--- src/rtl/dsp_stream_pkg.sv ---
// Shared constants for the DSP stream stages.
// DECIM_TLAST_EN (frame tlast on the decimator) is left undefined by default.
package dsp_stream_pkg;

    localparam int unsigned DW_DEFAULT = 16;
    localparam int unsigned RW_DEFAULT = 16;
    localparam int unsigned RATE_MIN   = 1;

    // Counter width for a modulo-n counter, never narrower than one bit.
    function automatic int unsigned cnt_width(input int unsigned n);
        return (n > 1) ? $clog2(n) : 1;
    endfunction

endpackage

--- src/rtl/axis_out_reg.sv ---
// Single-entry registered AXI-Stream output slot; a new word may load on the
// same edge the held word is taken, so full throughput needs no skid buffer.
module axis_out_reg
    import dsp_stream_pkg::*;
#(
    parameter int unsigned W = DW_DEFAULT
) (
    input  logic         clk,
    input  logic         reset,
    input  logic         ce,
    input  logic         i_load,
    input  logic [W-1:0] i_data,
    input  logic         i_ready,
    output logic         o_in_ready,
    output logic         o_emit,
    output logic [W-1:0] o_data,
    output logic         o_valid
);

    logic [W-1:0] r_data;
    logic         r_valid;

    assign o_in_ready = ce & (~r_valid | i_ready);
    assign o_emit     = ce & r_valid & i_ready;
    assign o_data     = r_data;
    assign o_valid    = r_valid;

    always_ff @(posedge clk) begin
        if (reset) begin
            r_data  <= '0;
            r_valid <= 1'b0;
        end else if (ce) begin
            if (i_load) begin
                r_data  <= i_data;
                r_valid <= 1'b1;
            end else if (o_emit) begin
                r_valid <= 1'b0;
            end
        end
    end

endmodule

--- src/rtl/stream_decimator.sv ---
// Keeps the first of every max(rate,1) accepted samples; bypass when enable=0.
// Define DECIM_TLAST_EN to add tlast_m marking every FRAME_LEN-th output.
module stream_decimator
    import dsp_stream_pkg::*;
#(
    parameter int unsigned DW        = DW_DEFAULT,
    parameter int unsigned RW        = RW_DEFAULT,
    parameter int unsigned FRAME_LEN = 1024
) (
    input  logic          clk,
    input  logic          reset,
    input  logic          ce,
    input  logic          enable,
    input  logic [RW-1:0] rate,
    input  logic [DW-1:0] tdata_s,
    input  logic          tvalid_s,
    output logic          tready_s,
    output logic [DW-1:0] tdata_m,
    output logic          tvalid_m,
`ifdef DECIM_TLAST_EN
    output logic          tlast_m,
`endif
    input  logic          tready_m
);

`ifdef DECIM_TLAST_EN
    localparam int unsigned PW = DW + 1;
`else
    localparam int unsigned PW = DW;
`endif

    logic          w_in_ready;
    logic          w_accept;
    logic          w_keep;
    logic          w_emit;
    logic          w_phase_zero;
    logic [RW-1:0] w_rate_in;
    logic [RW-1:0] w_eff_rate;
    logic [RW-1:0] w_phase_d;
    logic [RW-1:0] w_rate_d;
    logic [RW-1:0] r_phase;
    logic [RW-1:0] r_rate_q;
    logic [PW-1:0] w_slot_in;
    logic [PW-1:0] w_slot_out;

    assign tready_s     = w_in_ready;
    assign w_accept     = ce & tvalid_s & w_in_ready;
    assign w_rate_in    = (rate < RW'(RATE_MIN)) ? RW'(RATE_MIN) : rate;
    assign w_phase_zero = (r_phase == '0);
    // A period boundary picks up the live rate so the wrap compares against it.
    assign w_eff_rate   = w_phase_zero ? w_rate_in : r_rate_q;
    assign w_keep       = w_accept & (~enable | w_phase_zero);

    always_comb begin
        w_phase_d = r_phase;
        w_rate_d  = r_rate_q;
        if (!enable) begin
            w_phase_d = '0;
            w_rate_d  = w_rate_in;
        end else if (w_accept) begin
            if (w_phase_zero) begin
                w_rate_d = w_rate_in;
            end
            w_phase_d = (r_phase == w_eff_rate - RW'(1)) ? '0 : r_phase + RW'(1);
        end
    end

    always_ff @(posedge clk) begin
        if (reset) begin
            r_phase  <= '0;
            r_rate_q <= RW'(RATE_MIN);
        end else if (ce) begin
            r_phase  <= w_phase_d;
            r_rate_q <= w_rate_d;
        end
    end

`ifdef DECIM_TLAST_EN
    localparam int unsigned FW = cnt_width(FRAME_LEN);

    logic [FW-1:0] r_frame_cnt;
    logic [FW-1:0] w_frame_next;
    logic [FW-1:0] w_pos;
    logic          r_enable_q;
    logic          w_last;

    assign w_frame_next = (r_frame_cnt == FW'(FRAME_LEN - 1)) ? '0 : r_frame_cnt + FW'(1);
    // A load only happens into an empty slot or alongside an emit, so the
    // loaded word's frame position is the emit count after this edge.
    assign w_pos        = w_emit ? w_frame_next : r_frame_cnt;
    assign w_last       = (w_pos == FW'(FRAME_LEN - 1));
    assign w_slot_in    = {w_last, tdata_s};
    assign tlast_m      = w_slot_out[DW];
    assign tdata_m      = w_slot_out[DW-1:0];

    always_ff @(posedge clk) begin
        if (reset) begin
            r_frame_cnt <= '0;
            r_enable_q  <= 1'b0;
        end else if (ce) begin
            r_enable_q <= enable;
            if (r_enable_q & ~enable) begin
                r_frame_cnt <= '0;
            end else if (w_emit) begin
                r_frame_cnt <= w_frame_next;
            end
        end
    end
`else
    assign w_slot_in = tdata_s;
    assign tdata_m   = w_slot_out;
`endif

    axis_out_reg #(
        .W(PW)
    ) u_out_reg (
        .clk       (clk),
        .reset     (reset),
        .ce        (ce),
        .i_load    (w_keep),
        .i_data    (w_slot_in),
        .i_ready   (tready_m),
        .o_in_ready(w_in_ready),
        .o_emit    (w_emit),
        .o_data    (w_slot_out),
        .o_valid   (tvalid_m)
    );

endmodule

--- config.mk ---
export PLATFORM = sky130hd
export DESIGN_NAME = stream_decimator
export DESIGN_NICKNAME = d
export VERILOG_FILES = /design/src/rtl/dsp_stream_pkg.sv /design/src/rtl/axis_out_reg.sv /design/src/rtl/stream_decimator.sv
export SDC_FILE = /design/constraint.sdc
export NUM_CORES = 1
export LEC_CHECK = 0
export BUFFER_PORTS_ARGS = -buffer_cell sky130_fd_sc_hd__buf_2
export CORE_UTILIZATION = 35
export CTS_CLUSTER_DIAMETER = 40
export DETAILED_ROUTE_END_ITERATION = 8
export GPL_TIMING_DRIVEN = 0
export PLACE_DENSITY = 0.52
export RECOVER_POWER = 25
export SETUP_SLACK_MARGIN = 0.5
export SLEW_MARGIN = 20
export SYNTH_ARGS = -nofsm -noshare
export SYNTH_HDL_FRONTEND = slang
export SYNTH_SLANG_ARGS = --single-unit
--- constraint.sdc ---
create_clock -name clk -period 7.2 [get_ports clk]
set_input_delay 0 -clock clk [delete_from_list [all_inputs] [get_ports clk]]
set_output_delay 0 -clock clk [all_outputs]
set_load 0.03 [all_outputs]
# --- Word level (Yosys, flattened, before mapping) ---
# Cells that the tools add are included.
totals:
  ff_bits: 49
  input_bits: 38
  output_inout_bits: 18
  word_cells: 33
classes:
  n_addsub: 2
  magnitude_cmp: 1
  eq_ne: 2
  n_mux: 9
  bitwise: 10
  n_reduce_logical: 5
op_table:
  columns: ["operator", "count"]
  rows:
  - ["2-to-1 mux 16 bit", 7]
  - ["adder 16 x 1 -> 16 bit (second input constant)", 1]
  - ["== test 16 bit", 1]
  - ["logical NOT 16 bit", 1]
  - ["< comparator 16 x 1 -> 1 bit (second input constant)", 1]
  - ["subtractor 16 x 1 -> 16 bit (second input constant)", 1]
  - ["bitwise AND 1 bit", 6]
  - ["AND reduction 2 bit", 3]
  - ["2-to-1 mux 1 bit", 2]
  - ["inequality test 2 x 1 -> 1 bit (second input constant)", 1]
  - ["NOT 1 bit", 2]
  - ["bitwise OR 1 bit", 2]
  - ["nonzero test 2 bit", 1]

# --- Logic depth before layout (Yosys ltp) ---
# Gate-level depths: netlist of run 1.
logic_depth:
  depth_word: 8
  mapped_depth: 20
  ltp_nobuf: 16

# --- By module ---
# From an unflattened synthesis of run 1, not the netlist that was laid out.
unflattened:
  cells_unflattened: 427
  area_unflattened_um2: 3468.3
by_module_without_submodules:
  columns: ["mod", "n_inst", "cells_per_inst", "area_per_inst_um2", "seq_area_each_um2"]
  rows:
  - ["stream_decimator", 1, 345, 2646.3, 640.6]
  - ["axis_out_reg", 1, 82, 822.0, 340.3]

# --- Worst setup path after synthesis of run 1 ---
# No wires, ideal clock.
synth_timing:
  path_kind: "reg-to-reg"
  start: "register r_phase[0]"
  end: "register r_phase[14]"
  setup_time_ps: 117
  arrival_time_ps: 4707
  required_ps: 7083
  slack_ps: 2376
  stages_incl_launch_ff: 19
  path_buffers: 5
  period_less_slack_ps: 4824
  cell_sequence: "dfxtp_1 > inv_1 > ha_1 > nor4b_1 > and4_1 > buf_2 > buf_2 > mux2i_1 > ha_1 > or3b_1 > clkbuf_1 > or3_1 > a311o_1 > a2111oi_2 > nand4_1 > or4_4 > buf_6 > buf_8 > a32o_1"
synth_between:
  elab_chain_len: 7
  elab_cells_between_ends: 8
  cone_classes: "2 x add/sub; 1 x eq/ne; 4 x mux; 1 x reduce/logical"
synth_lines:
  columns: ["element", "line_no", "rtl"]
  rows:
  - ["start, declared", "stream_decimator.sv:41", "logic [RW-1:0] r_phase;"]
  - ["start signal, assigned", "stream_decimator.sv:73", "r_phase <= w_phase_d;"]
  - ["logical NOT 16 bit", "stream_decimator.sv:49", "assign w_phase_zero = (r_phase == '0);"]
  - ["2-to-1 mux 16 bit", null, null]
  - ["subtractor 16 x 1 -> 16 bit", "stream_decimator.sv:64", "w_phase_d = (r_phase == w_eff_rate - RW'(1)) ? '0 : r_phase + RW'(1);"]
  - ["== test 16 bit", "stream_decimator.sv:64", null]
  - ["2-to-1 mux 16 bit (*)", "stream_decimator.sv:64", null]
  - ["2-to-1 mux 16 bit (*)", "stream_decimator.sv:60", "end else if (w_accept) begin"]
  - ["2-to-1 mux 16 bit (*)", "stream_decimator.sv:57", "if (!enable) begin"]
# Every way passes the cells marked *; elsewhere a longest branch is shown, timed or not. The select of a mux whose other input is x is not followed.
# A chain may end at the register's enable or synchronous reset.

# --- Worst setup path in the final report of run 1 ---
layout_timing:
  start: "register r_phase[0]"
  end: "register r_phase[1]"
# Same word-level chain as after synthesis.

==> results of run 1 <==
[cell families (layout without fill, tap and decap cells)]
group,after synthesis,in the layout
XOR/XNOR,23,23
buffers and inverters,31,126
AO/OA/AOI/OAI,98,98
multiplexers,13,13
flip-flops,49,49
adder cells (fa/ha/maj),3,3
AND/OR/NAND/NOR,192,192
[power by group]
| part | switching (mW) | total (mW) | internal, mW | leakage (nW) |
|---|---|---|---|---|
| Clock | 0.0954 | 0.209 | 0.113 | 0.0585 |
| Combinational | 0.0851 | 0.145 | 0.0596 | 1.09 |
| Sequential | 0.0110 | 0.293 | 0.282 | 0.400 |
[state kept, by name (all words and copies together), names as in the netlist]
name               count
u_out_reg.o_data      16
r_phase               16
u_out_reg.o_valid      1
r_rate_q              16
[per-layer routing]
metal | track usage | vias up | share of wire
met4 | 0.0625 | 0 | 0.011
li1 | - | 1694 | -
met3 | 0.0438 | 11 | 0.048
met1 | 0.290 | 1538 | 0.47
met2 | 0.359 | 80 | 0.47
met5 | 0 | - | 0
[synth_stat cells, drive strengths merged (3+ instances only)]
cell / number
o21ai: 6
xnor2: 17
nor3: 23
nand3b: 8
inv: 6
o31a: 3
nand3: 5
nor2: 16
nor2b: 5
a21oi: 38
a21boi: 3
ha: 3
a41oi: 6
and3: 11
nand2: 80
a31oi: 19
nand4: 6
buf: 7
nor3b: 3
mux2i: 12
nand2b: 4
xor2: 6
clkbuf: 17
nor4: 13
or4: 7
o211a: 3
dfxtp: 49
[through the flow]
step                total power [mW]  instance area, um^2
floorplan                      0.384                 3120
global placement               0.428                 3530
detailed placement             0.430                 3530
CTS                            0.656                 3970
global route                   0.679                 3950
finish                         0.646                 3950
[worst min-delay path: cells and delay by family]
kind | cells | cell delay, ns
AO/OA/AOI/OAI | 2 | 0.22
buffers and inverters | 1 | 0.11
[repair_timing]
action / CTS / global route
hold buffers: 33 / 0
gates resized for setup: 0 / 0
endpoints found under the hold margin: 32 / 0
[final cells by class]
| cell class | instances | area [um^2] | share of cell area |
|---|---|---|---|
| plain buffers | 24 | 128 | 0.0323 |
| clock buffers | 7 | 86.3 | 0.0218 |
| clock inverters | 1 | 30.0 | 0.00759 |
| inverters | 7 | 26.3 | 0.00665 |
| multi-input cells | 329 | 1990 | 0.503 |
| flip-flops and latches | 49 | 981 | 0.248 |
| well taps | 108 | 135 | 0.0342 |
| repair buffers | 87 | 581 | 0.147 |
[how the worst max path moves through the flow]
stage | start | end | slack, ns | depth (start not counted)
floorplan | r_phase[0] | r_phase[14] | 2.38 | 18
global placement | r_phase[0] | r_phase[1] | 1.61 | 20
detailed placement | r_phase[0] | r_phase[1] | 1.68 | 20
CTS | r_phase[0] | r_phase[1] | 1.64 | 20
global route | r_phase[0] | r_phase[13] | 1.32 | 20
finish | r_phase[0] | r_phase[1] | 1.58 | 20
==> results by group, run 1 <==
Cells and area
  – Area delta synth->final: 26.7%
  – Layout Cells excl Fill: 612
  – Share of cells above drive strength 1: 0.113
  – Fillers: 908
  – Nets: 544
  – Most frequent cells in the layout: nand2_1 (80), dfxtp_1 (49), buf_2 (41), a21oi_1 (38), clkbuf_1 (34)
  – Final Core Density: 0.456
  – ANT cells: 0
  – Most common cell after layout, fill and taps aside: nand2_1

Clocking
  – Clk root buf: clkbuf_8
  – Setup bufs post-CTS: 0
  – Worst skew pair latency: 0.31 ns
  – CTS H-tree depth: 2
  – CTS Buf Count: 5
  – Clk slew on worst S/H paths: 0.09 ns
  – CTS tree: built
  – Clock Tree Buf Depth: 2
  – CTS Sinks: 49

Critical path
  – Critical-path cell list: inv_1, ha_1, nor4b_1, and4_1, buf_2, buf_2, mux2i_1, ha_1, or3b_1, clkbuf_1, o31a_1, o211a_1, nand4bb_1, a2111oi_0, nand4_1, or4_4, buf_6, buf_8, a32oi_1, nor2_1
  – Reg-to-Reg Start: r_phase[0]
  – CP Capture Type: flip-flop
  – Critical Path Start Type: flip-flop
  – Data arrival, critical path: 5.80 ns
  – Bufs and invs on worst path: 6
  – R2R setup slack: 1.58 ns
  – R2R Path End: r_phase[1]
  – Worst Reg-to-Reg Cells: 20
  – CP Class: flip-flop to flip-flop
  – Critical-path top delay cell: or4_4
  – CP peak stage delay: 0.54 ns
  – Worst EP required: 7.39 ns
  – CP Max Fanout: 10
  – CP delay by family, top: simple AND/OR/NAND/NOR gates

Yosys
  – Post-synthesis mux area share: 0.0421
  – Synthesized area per cell: 7.63 um^2
  – Post-synthesis compound-gate area fraction: 0.206
  – Post-synth EDFFs: 0
  – Yosys cell types: 59
  – Mapped cell area: 0.00312 mm^2
  – Share of flip-flops with an asynchronous set or reset: 0
  – Synth Area in Adders: 0.0120
  – Post-Synth XOR/XNOR Area: 0.0645
  – Share of the synthesized area in the top cell type: 0.314
  – Simple logic cell fraction of the synthesized area: 0.311
  – Largest family of logic cells by synthesized area: simple AND/OR/NAND/NOR gates
  – Prevailing post-synth register cell: dfxtp_1
  – Synth area leaders: dfxtp_1 (31%), nand2_1 (9.6%), a21oi_1 (6.1%)
  – Yosys reg bits: 49
  – Cells after Synth: 409
  – Post-synthesis sequential area ratio: 0.314
  – Synthesized Nets: 450
  – Cell taking the most area after synthesis: dfxtp_1
  – Syn. warnings: 0

Timing
  – Final Hold Fails: 0
  – Fmax achieved: 178 MHz
  – Unrepaired setup endpoints after global routing: no
  – Slew margin rel.: 0.367
  – Worst Clk Skew: 0.00735 ns
  – Fin worst setup slack: 1.58 ns
  – Least-Margin Pin Slew: 0.941 ns
  – Setup_tns: 0 ns
  – Final setup fails: 0
  – Tmin final: 5.62 ns
  – Max Slew Vio Count: 0
  – Final period utilization: 0.780
  – Hold Slack: 0.0620 ns

Worst hold path
  – Worst hold path depth: 3
  – Hold/Removal Path Class: input pin to flip-flop
  – Worst hold path endpoint: r_rate_q[0]
  – Source of the worst hold timing path: rate[0]

Placement
  – HPWL after DPL: 7110 um
  – Number of port buffers: 54
  – Place WS: 1.68 ns
  – Placer Congestion: 0.866
  – Cells after DPL: 571

Floorplan
  – DIE WIDTH: 96.4 um
  – IO Count: 56
  – Row count: 34
  – Core area: 0.00868 mm^2
  – Die area: 0.00930 mm^2
  – Die Y: 96.4 um
  – Initial core utilization: 0.360

Global routing
  – First-pass GRT wire length: 15600 um
  – Total GRT Usage: 0.219
  – Antenna violations before repair: 0
  – Vias in the first global route: 3148
  – GR Overflow Total: 0
  – Largest net degree at the start of global routing: 15

Routing
  – TritonRoute pass-1 iters: 4
  – DR iter-0 viols: 187
  – Final ANT Viol Nets: 0
  – DR WL/cell: 15.9 um
  – Via/cell ratio: 5.43
  – Vias: 3323
  – Detailed Route WL: 9730 um
  – Drt drc: 0

Flow run
  – Max cap viols: 0

Power
  – Worst vdd rail ir drop: 0.0635 mV
  – Leakage: 1.55 nW
  – Power density over the cells: 164 mW/mm^2

Outcome
  – Outcome: finished clean
No activity file was read; power rests on OpenSTA's default activity.
==> run 2, diff against run 1 <==
--- a/config.mk
+++ b/config.mk
@@ -10,7 +10,7 @@
 export CTS_CLUSTER_DIAMETER = 40
 export DETAILED_ROUTE_END_ITERATION = 8
 export GPL_TIMING_DRIVEN = 0
-export PLACE_DENSITY = 0.52
+export PLACE_DENSITY = 0.54
 export RECOVER_POWER = 25
 export SETUP_SLACK_MARGIN = 0.5
 export SLEW_MARGIN = 20
==> constraint.sdc (replaced) <==
create_clock -name clk -period 5 [get_ports clk]
set_input_delay 0 -clock clk [delete_from_list [all_inputs] [get_ports clk]]
set_output_delay 0 -clock clk [all_outputs]
set_load 0.03 [all_outputs]
==> run 2 against run 1 <==
Net effect: clock-buffer cell count is 1 lower; sequential cell count stayed put; power is 48% higher; fmax is 25% higher; critical path type unchanged; critical endpoint is now r_phase[9].
==> results by group, run 2 (synthesized netlist as in run 1, its figures left out) <==
Routing
  – Final ANT Viol Nets: 0
  – TritonRoute pass-1 iters: 4
  – DR WL/cell: 16.4 um
  – Drt drc: 0
  – DR iter-0 viols: 212
  – Detailed Route WL: 10300 um
  – Vias: 3459
  – Via/cell ratio: 5.53

Cells and area
  – Most common cell after layout, fill and taps aside: nand2_1
  – Layout Cells excl Fill: 626
  – Most frequent cells in the layout: nand2_1 (78), dfxtp_1 (45), buf_2 (39), a21oi_1 (38), dlygate4sd3_1 (33)
  – Nets: 558
  – Share of cells above drive strength 1: 0.207
  – Fillers: 875
  – Area delta synth->final: 41.6%
  – ANT cells: 0

Timing
  – Max Slew Vio Count: 0
  – Final period utilization: 0.900
  – Hold Slack: 0.0720 ns
  – Slew margin rel.: 0.302
  – Worst Clk Skew: 0.0108 ns
  – Final Hold Fails: 0
  – Tmin final: 4.50 ns
  – Fmax achieved: 222 MHz
  – Final setup fails: 0
  – Unrepaired setup endpoints after global routing: yes
  – Setup_tns: 0 ns
  – Least-Margin Pin Slew: 1.04 ns

Critical path
  – Critical-path top delay cell: or4_4
  – CP Max Fanout: 8
  – Critical Path Start Type: flip-flop
  – Worst path most repeated cell: buf_8
  – Worst EP required: 5.18 ns
  – Data arrival, critical path: 4.68 ns
  – CP Class: flip-flop to flip-flop
  – Critical-path cell list: nor4_4, and4_4, buf_8, buf_12, mux2i_4, ha_2, or3b_4, buf_8, or3_4, a311o_1, a2111oi_2, nand4_1, or4_4, buf_8, buf_8, a31oi_1, a31oi_1
  – CP peak stage delay: 0.58 ns
  – Bufs and invs on worst path: 5
  – CP Capture Type: flip-flop
  – CP delay by family, top: simple AND/OR/NAND/NOR gates

Power
  – Power density over the cells: 216 mW/mm^2
  – Worst vdd rail ir drop: 0.142 mV
  – Leakage: 1.74 nW

Clocking
  – Worst skew pair latency: 0.32 ns
  – CTS Buf Count: 5
  – Clk slew on worst S/H paths: 0.10 ns
  – CTS tree: built
  – CTS H-tree depth: 2
  – CTS Sinks: 49
  – Clock Tree Buf Depth: 2
  – Clk root buf: clkbuf_8

Outcome
  – Outcome: finished clean

Flow run
  – Max cap viols: 0

Global routing
  – GR Overflow Total: 0
  – Total GRT Usage: 0.222
  – Antenna violations before repair: 0
  – First-pass GRT wire length: 15800 um
  – Vias in the first global route: 3118
  – Largest net degree at the start of global routing: 16

Floorplan
  – Initial core utilization: 0.360
  – Core area: 0.00868 mm^2
  – IO Count: 56
  – Die Y: 96.4 um
  – Row count: 34
  – DIE WIDTH: 96.4 um
  – Die area: 0.00930 mm^2

Placement
  – HPWL after DPL: 6950 um
  – Placer Congestion: 0.851
  – Cells after DPL: 571
  – Number of port buffers: 54

Worst hold path
  – Hold/Removal Path Class: input pin to flip-flop
run 2: tightest hold or removal path: stages:
cell	delay, ns
buf_2	0.12
a31oi_1	0.06
o211ai_1	0.17
run 2: where the power goes:
| part | internal (mW) | switching (mW) |
|---|---|---|
| Combinational | 0.102 | 0.134 |
| Sequential | 0.405 | 0.0155 |
| Clock | 0.151 | 0.147 |
| Total | 0.658 | 0.297 |
run 2: cell type report:
class	instances	area, um^2	area share
tap	108	135	0.0306
multi-input combinational	329	2220	0.503
inverter	7	28.8	0.00651
clock inverter	2	38.8	0.00877
buffer	24	173	0.0391
timing repair buffer	101	757	0.171
sequential	49	991	0.224
clock buffer	6	72.6	0.0164
run 2: what timing repair did:
action	4_1_cts	5_1_grt
gates resized for setup	22	29
hold buffers	33	0
endpoints found under the setup margin	16	16
gates cloned	1	2
pin swaps	10	21
hold endpoints to repair	32	0
buffers inserted	9	2
run 2: layer usage:
layer,vias up,wire (um),GRT usage
li1,1725,-,-
met2,121,4790,0.362
met5,-,0,0
met4,0,180,0.0686
met3,19,510,0.0368
met1,1594,4780,0.300
run 2: per-stage QoR:
step                      cell area [um^2]  utilization  total power, mW  setup slack (ns)
after floorplan                       3170            -            0.556             0.528
after global placement                3570        0.412            0.619           -0.0155
after detailed placement              3570        0.412            0.621           0.00617
after CTS                             4230        0.487            0.953             0.493
after global routing                  4420        0.509             1.00             0.318
final                                 4420        0.509            0.955             0.501
run 2: final timing paths:
kind	start	to	slack, ns	cells past startpoint
max	r_phase[15]	r_phase[9]	0.50	17
min	rate[0]	r_rate_q[0]	0.07	3
max reg2reg	r_phase[15]	r_phase[9]	0.50	17
min reg2reg	u_out_reg.o_data[0]	u_out_reg.o_data[0]	0.46	2
==> run 3, diff against run 2 <==
--- a/config.mk
+++ b/config.mk
@@ -10,6 +10,7 @@
 export CTS_CLUSTER_DIAMETER = 40
 export DETAILED_ROUTE_END_ITERATION = 8
 export GPL_TIMING_DRIVEN = 0
+export MAX_ROUTING_LAYER = met4
 export PLACE_DENSITY = 0.54
 export RECOVER_POWER = 25
 export SETUP_SLACK_MARGIN = 0.5
==> run 3 against run 2 <==
Net effect: fmax is 0.44% higher; combinational power about the same; routed wire length down 0.99%; sequential power about the same; power grew 6.0%; largest power group unchanged; final cell count up 0.32%.
==> results by group, run 3 (synthesized netlist as in run 1, its figures left out) <==
Outcome
  – Outcome: finished clean

Cells and area
  – Most common cell after layout, fill and taps aside: nand2_1
  – Nets: 560
  – Area delta synth->final: 42.0%
  – Fin area: 0.00443 mm^2
  – Share of cells above drive strength 1: 0.208
  – Most frequent cells in the layout: nand2_1 (80), dfxtp_1 (45), buf_2 (40), a21oi_1 (38), dlygate4sd3_1 (33)
  – ANT cells: 0

Placement
  – Placer Congestion: 0.860
  – Post-DP Area: 0.00357 mm^2
  – HPWL after DPL: 6920 um
  – Number of port buffers: 54
  – Place WS: 0.0320 ns

Floorplan
  – IO Count: 56
  – Die Y: 96.4 um
  – Row count: 34
  – Core area: 0.00868 mm^2
  – Initial core utilization: 0.360
  – DIE WIDTH: 96.4 um
  – Die area: 0.00930 mm^2

Routing
  – Drt drc: 0
  – TritonRoute pass-1 iters: 4
  – Via/cell ratio: 5.54
  – DR iter-0 viols: 191
  – Final ANT Viol Nets: 0
  – DR WL/cell: 16.2 um
  – Vias: 3482
  – Detailed Route WL: 10200 um

Power
  – Worst vdd rail ir drop: 0.132 mV
  – Switch Pwr: 0.303 mW
  – Clock Power Share: 0.350
  – Leakage: 1.73 nW
  – Net Sw Frac: 0.299
  – Power density over the cells: 228 mW/mm^2
  – Comb pwr share: 0.235
  – Part of the power in registers: 0.416
  – Pint: 0.709 mW

Timing
  – Final setup fails: 0
  – Tmin final: 4.48 ns
  – Final Hold Fails: 0
  – Slew margin rel.: 0.520
  – Unrepaired setup endpoints after global routing: yes
  – Least-Margin Pin Slew: 0.714 ns
  – Setup_tns: 0 ns
  – Fmax achieved: 223 MHz
  – Fin worst setup slack: 0.520 ns
  – Worst Clk Skew: 0.00752 ns
  – Final period utilization: 0.896
  – Max Slew Vio Count: 0

Critical path
  – R2R setup slack: 0.52 ns
  – CP Class: flip-flop to flip-flop
  – Worst Reg-to-Reg Cells: 20
  – Data arrival, critical path: 4.67 ns
  – Critical Path Start Type: flip-flop
  – CP Capture Type: flip-flop
  – R2R Path End: r_phase[8]
  – Reg-to-Reg Start: r_phase[0]
  – CP Max Fanout: 8
  – Worst EP required: 5.19 ns

Global routing
  – Antenna violations before repair: 0
  – Largest net degree at the start of global routing: 17
  – First-pass GRT wire length: 16000 um
  – GR Overflow Total: 0
  – Vias in the first global route: 3171
  – Total GRT Usage: 0.229

Worst hold path
  – Worst hold path depth: 3
  – Worst hold path endpoint: r_rate_q[0]
  – Hold/Removal Path Class: input pin to flip-flop
  – Source of the worst hold timing path: rate[0]

Clocking
  – CTS H-tree depth: 2
  – CTS tree: built
  – Worst skew pair latency: 0.31 ns
  – CTS Buf Count: 5
  – Clk slew on worst S/H paths: 0.10 ns
  – CTS Sinks: 49
  – Clk root buf: clkbuf_8
  – Clock Tree Buf Depth: 2

Flow run
  – Max cap viols: 0
run 3: worst max-delay path, stage by stage, from the launching register on:
cell	delay, ns
dfxtp_4	0.36
inv_4	0.05
ha_4	0.13
nor4b_4	0.23
and4_4	0.28
buf_8	0.10
buf_12	0.09
mux2i_4	0.23
ha_2	0.21
or3b_4	0.38
buf_8	0.14
nor4_1	0.27
o21ai_0	0.13
o211a_1	0.20
a2111oi_4	0.33
nand4_1	0.14
or4_4	0.55
buf_4	0.17
buf_16	0.13
a41oi_2	0.18
a31oi_1	0.05
run 3: timing repair:
action | in CTS | in global routing
setup endpoints to repair | 16 | 16
pin swaps | 15 | 12
setup buffers | 10 | 3
gates resized for setup | 24 | 25
endpoints found under the hold margin | 32 | 0
cloned | 2 | 1
hold buffers | 33 | 0
run 3: power groups by stage:
stage / clock [mW] / sequential, mW / combinational [mW]
final: 0.354 / 0.421 / 0.237
after global routing: 0.376 / 0.423 / 0.258
after CTS: 0.361 / 0.420 / 0.228
after detailed placement: 0 / 0.429 / 0.191
after global placement: 0 / 0.429 / 0.190
after floorplan: 0 / 0.440 / 0.116
run 3: area by class of cell:
type	count	area (um^2)
Sequential cell	49	991
Timing Repair Buffer	103	739
Clock buffer	5	68.8
Clock inverter	3	68.8
Fill cell	844	4240
Inverter	7	28.8
Tap cell	108	135
Multi-Input combinational cell	329	2230
Buffer	24	169
run 3: metrics by stage:
stage	hold slack (ns)	power [mW]	utilization	std cells
detailed placement	0.245	0.621	0.412	571
global placement	0.240	0.619	0.412	571
finish	0.0973	1.01	0.511	628
floorplan	0.136	0.556	-	409
global route	0.121	1.06	0.511	628
CTS	0.0905	1.01	0.494	624
run 3: layer usage:
| metal | track usage | share of wire | up-vias |
|---|---|---|---|
| li1 | - | - | 1727 |
| met1 | 0.312 | 0.47 | 1618 |
| met2 | 0.349 | 0.46 | 121 |
| met3 | 0.0352 | 0.050 | 16 |
| met4 | 0.0662 | 0.018 | 0 |
| met5 | - | 0 | - |
run 3: worst max-delay path by stage:
stage / from / slack (ns) / depth (start not counted) / to
3_5_place_dp: r_phase[0] / 0.03 / 19 / r_phase[1]
2_1_floorplan: r_phase[0] / 0.53 / 18 / r_phase[14]
5_1_grt: r_phase[2] / 0.32 / 19 / r_phase[1]
6_report: r_phase[0] / 0.52 / 20 / r_phase[8]
4_1_cts: r_phase[1] / 0.49 / 19 / r_phase[8]
3_3_place_gp: r_phase[0] / -0.02 / 20 / r_phase[1]
